**config.mk**
```make
export PLATFORM = sky130hd
export DESIGN_NAME = msg_disasm
export DESIGN_NICKNAME = d
export VERILOG_FILES = /design/src/rtl/msg_pkg.sv /design/src/rtl/msg_disasm.sv
export SDC_FILE = /design/constraint.sdc
export NUM_CORES = 1
export LEC_CHECK = 0
export CAP_MARGIN = 20
export CORE_ASPECT_RATIO = 0.8
export CORE_UTILIZATION = 52
export DETAILED_ROUTE_END_ITERATION = 10
export PLACE_DENSITY = 0.84
export RECOVER_POWER = 25
export SKIP_LAST_GASP = 1
export SYNTH_ARGS = -nofsm -noshare
export SYNTH_HDL_FRONTEND = slang
export SYNTH_SLANG_ARGS = --single-unit
```
**constraint.sdc**
```tcl
create_clock -name clk -period 4.4 [get_ports clk]
set_clock_uncertainty 0.05 [all_clocks]
set_input_delay 0.66 -clock clk [delete_from_list [all_inputs] [get_ports clk]]
set_output_delay 0.66 -clock clk [all_outputs]
set_load 0.005 [all_outputs]
```
**src/rtl/msg_pkg.sv**
```systemverilog
// Shared definitions for the message assembler/disassembler pair.
// Words are ordered with word 0 in the least significant bits of a packet.
package msg_pkg;

  // Serialiser state; kept as plain vector constants for legacy tooling.
  typedef logic [0:0] state_t;
  localparam state_t SM_IDLE = 1'b0;
  localparam state_t SM_SEND = 1'b1;

  // Width in bits of one packet built from words_per_packet words.
  function automatic int packet_words(input int word_size, input int words_per_packet);
    return word_size * words_per_packet;
  endfunction

  // Bit offset of word idx inside a packet (word 0 sits in the LSBs).
  function automatic int word_lsb(input int word_size, input int idx);
    return word_size * idx;
  endfunction

endpackage

```
**src/rtl/msg_disasm.sv**
```systemverilog
// Message disassembler: pops one packet from the outbound FIFO and sends it
// word by word (word 0 first) to the UART transmitter.
module msg_disasm
  import msg_pkg::*;
#(
  parameter int WORD_SIZE        = 8,
  parameter int WORDS_PER_PACKET = 4
) (
  input  logic                                 clk,
  input  logic                                 reset,
  input  logic [WORD_SIZE*WORDS_PER_PACKET-1:0] data_in,
  input  logic                                 data_in_valid,
  output logic                                 data_in_ready,
  output logic [WORD_SIZE-1:0]                 data_out,
  output logic                                 data_out_valid,
  input  logic                                 data_out_ready,
  output logic                                 busy
);

  localparam int INPUT_WIDTH = packet_words(WORD_SIZE, WORDS_PER_PACKET);
  localparam int CTR_WIDTH   = (WORDS_PER_PACKET > 1) ? $clog2(WORDS_PER_PACKET) : 1;
  localparam int WORD0_LSB   = word_lsb(WORD_SIZE, 0);
  localparam logic [CTR_WIDTH-1:0] CTR_LAST = CTR_WIDTH'(WORDS_PER_PACKET - 1);

  state_t                 state_q, state_d;
  logic [CTR_WIDTH-1:0]   ctr_q, ctr_d;
  logic [INPUT_WIDTH-1:0] shreg_q, shreg_d;

  logic sending;
  logic word_accept;
  logic last_word;
  logic pop;

  // Handshake decode: a word leaves on valid&ready, a packet enters on pop.
  always_comb begin
    sending        = (state_q == SM_SEND);
    word_accept    = sending && data_out_ready;
    last_word      = (ctr_q == CTR_LAST);
    data_in_ready  = !reset && (!sending || (word_accept && last_word));
    pop            = data_in_ready && data_in_valid;
    data_out       = shreg_q[WORD0_LSB +: WORD_SIZE];
    data_out_valid = sending;
    busy           = sending;
  end

  // Next state: a pop always (re)enters SEND; finishing without a pop idles.
  always_comb begin
    state_d = state_q;
    if (pop) begin
      state_d = SM_SEND;
    end else if (word_accept && last_word) begin
      state_d = SM_IDLE;
    end
  end

  // Next word index: restarts on a pop or packet end so it never passes the last word.
  always_comb begin
    ctr_d = ctr_q;
    if (pop || (word_accept && last_word)) begin
      ctr_d = '0;
    end else if (word_accept) begin
      ctr_d = ctr_q + CTR_WIDTH'(1);
    end
  end

  // Next shift register: load on pop, otherwise drop the sent word and zero-fill the top.
  always_comb begin
    shreg_d = shreg_q;
    if (pop) begin
      shreg_d = data_in;
    end else if (word_accept) begin
      shreg_d = shreg_q >> WORD_SIZE;
    end
  end

  // State register.
  always_ff @(posedge clk or posedge reset) begin
    if (reset) state_q <= SM_IDLE;
    else       state_q <= state_d;
  end

  // Word counter register.
  always_ff @(posedge clk or posedge reset) begin
    if (reset) ctr_q <= '0;
    else       ctr_q <= ctr_d;
  end

  // Shift register holding the words still to be sent.
  always_ff @(posedge clk or posedge reset) begin
    if (reset) shreg_q <= '0;
    else       shreg_q <= shreg_d;
  end

endmodule

```
==> flow_metrics.tcl <==
set metrics [dict create \
    drt-total-wl_um 3160 \
    cts_buffers 5 \
    dieHeight_um 55.6 \
    post_drt_wl_per_cell_um 14.6 \
    netlist_instances 136 \
    start_util_pct 54.5 \
    vias 1079 \
    portBuffers 46 \
    grt_pass1_wl_um 5170 \
    synth_commonest_cells "35 x dfrtp_1, 19 x mux2_4, 18 x mux2_2, 11 x mux2_1, 10 x buf_4" \
    critPathMaxStageDelay_ns 0.56 \
    hp-class "flip-flop to flip-flop" \
    cts_hold_buf 0 \
    end_kind "output port" \
    grt_usage_pct 19.5 \
    finalWorstSetupSlack_ns 1.76 \
    cts_tree "built" \
    async_reset_ff_share_pct 100 \
    crit_required_ns 3.69 \
    syn_area_mm2 0.00186 \
    synth_cell_type_count 19 \
    ant_nets 0 \
    crit_fanout 3 \
    grtUsageMet3_pct 8.26 \
    busiest_layer "met2" \
    syn_nets 173 \
    start_kind "input port" \
    layout_worst_path_cycle_share_pct 59.9 \
    setup_viol 0 \
    met1_usage_pct 23.7 \
    synthTopCellsByArea "dfrtp_1 47%, mux2_4 15%, mux2_2 11%, mux2_1 6.6%, mux2i_1 4.8%" \
    drtIter0Drc 51 \
    setup.worst_path.class "input port to output port" \
    fin_nets 212 \
    r2r-end "shreg_q[21]$_DFFE_PP0P_" \
    dpl.hpwl_um 2170 \
    dp_slack_ns 1.76 \
    cpMostUsedCell "clkdlybuf4s50_1" \
    ir_drop_mv 0.356 \
    cts_resized 0 \
    drt_pass1_iterations 7 \
    power_density_mw_per_mm2 557 \
    tns_ns 0 \
    ys_seq_area_share_pct 47.0 \
    rows 19 \
    synth_top_area_cell "dfrtp_1" \
    worstMarginPinSlew_ns 0.917 \
    leakagePower_uw 0.00109 \
    cp_slowest_cell "clkdlybuf4s50_1" \
    cp.buffers_inverters 2 \
    drv_cap 0 \
    first_global_vias 1116 \
    htree_levels 2 \
    cts_buffer_depth 2 \
    place_congestion 0.722 \
    pin_count 47 \
    cts-root-buf "clkbuf_8" \
    synth_flop_cell "dfrtp_1" \
    syn_area_per_cell_um2 13.7 \
    worstRegToRegCells 5 \
    antenna_found_initial 0 \
    r2r_slack_ns 2.46 \
    synth_warnings 0 \
    hp-start "shreg_q[24]$_DFFE_PP0P_" \
    crit_arrival_ns 1.93 \
    die-area_mm2 0.00383 \
    hold_path_depth 2 \
    status "finished, violations left" \
    crit_chain "clkdlybuf4s50_1 > a21boi_2 > nor2_1 > clkdlybuf4s50_1" \
    clk_pin_slew_worst_paths_ns 0.07 \
    drc 2 \
    core_mm2 0.00342 \
    hold_violations 0 \
    p_total_uw 1310 \
    post_cts_buffers 0 \
    crit_family "buffers and inverters" \
    rsz0062_at_grt "no" \
    grt_max_degree 36 \
    antenna_cells 0 \
    numClockSinks 35 \
    relSlewSlack_pct 38.8 \
    overflow 0 \
    die_w_um 68.9 \
    max_freq_mhz 379 \
    ys_ff_latch 35 \
    avgViaCountPerCell 4.97 \
    met2_usage_pct 29.1 \
    layout-drive-gt1-share_pct 28.0 \
    synth_top_area_share_pct 47.0 \
    min_to "shreg_q[24]$_DFFE_PP0P_" \
    area_growth_pct 25.8 \
    maxSlewViolCount 0 \
    clock_latency_ns 0.29 \
    fin_crit_ns 2.64 \
    synthMostInstantiatedCell "dfrtp_1" \
    synth_edf_count 0 \
    failed_checks "design-rule violations" \
    rr_startpoint "ctr_q[0]$_DFFE_PP0P_" \
]
## through the flow
| stage | cells | util, % | hold slack, ns | area (um^2) |
|---|---|---|---|---|
| after floorplan | 136 | - | 0.447 | 1860 |
| after global placement | 210 | 66.0 | 0.457 | 2260 |
| after detailed placement | 210 | 66.0 | 0.467 | 2260 |
| after CTS | 217 | 68.5 | 0.479 | 2350 |
| after global routing | 217 | 68.5 | 0.504 | 2350 |
| final | 217 | 68.5 | 0.474 | 2350 |
## metal layers
| metal | share of wire, % | vias up |
|---|---|---|
| met4 | 2.2 | 0 |
| met5 | 0 | - |
| met1 | 47 | 513 |
| li1 | - | 531 |
| met2 | 45 | 29 |
| met3 | 6.0 | 6 |
## power breakdown
group	switching [uW]	internal (uW)
logic	174	372
registers	75.1	454
clock network	110	123
## worst max-delay path by stage
stage / start / endpoint / slack (ns) / cells after the start
global route: data_out_ready / data_in_ready / 1.72 / 4
floorplan: data_out_ready / shreg_q[0]$_DFFE_PP0P_ / 2.75 / 5
detailed placement: data_out_ready / data_in_ready / 1.76 / 4
global placement: data_out_ready / data_in_ready / 1.78 / 4
CTS: data_out_ready / data_in_ready / 1.76 / 4
finish: data_out_ready / data_in_ready / 1.76 / 4
## worst reg2reg max path: stages (launching register included)
cell,delay [ns]
dfrtp_1,0.37
ha_1,0.22
a21boi_2,0.11
nor3b_4,0.17
buf_4,0.50
mux2_2,0.42
## area by class of cell
class,instances,area (um^2)
Clock inverter,1,5.00
Sequential cell,35,876
Timing Repair Buffer,48,475
Clock buffer,6,82.6
Fill cell,257,1080
Multi-Input combinational cell,76,821
Tap cell,42,52.6
Inverter,9,33.8
## logic make-up (layout without fill, tap and decap cells)
family / Yosys count / count (layout) / share of synthesized area, %
and+or+nand+nor: 16 / 16 / 4.50
adders and majority gates: 1 / 1 / 0.671
DFF: 35 / 35 / 47.0
AOI/OAI and AO/OA: 2 / 2 / 0.872
muxes: 57 / 57 / 37.7
buffers and inverters: 25 / 64 / 9.33
## flip-flops by register name, summed over array words and instances (netlist names)
signal and count:
busy 1, ctr_q 2, shreg_q 32
## placed cells by master, fill, tap and decap left out, drive strengths merged
| cell type | Yosys | final |
|---|---|---|
| mux2 | 48 | 48 |
| clkdlybuf4s50 | 0 | 45 |
| dfrtp | 35 | 35 |
| nand2 | 10 | 10 |
| inv | 9 | 9 |
| mux2i | 9 | 9 |
| clkbuf | 0 | 6 |
| nor2 | 3 | 3 |
| buf | 16 | 2 |
| a21boi | 1 | 1 |
| nor3b | 1 | 1 |
| nand4b | 1 | 1 |
| a21oi | 1 | 1 |
| or2 | 1 | 1 |
| ha | 1 | 1 |
| clkinv | 0 | 1 |
| dlygate4sd3 | 0 | 1 |
Power figures use the tool's default switching activity.
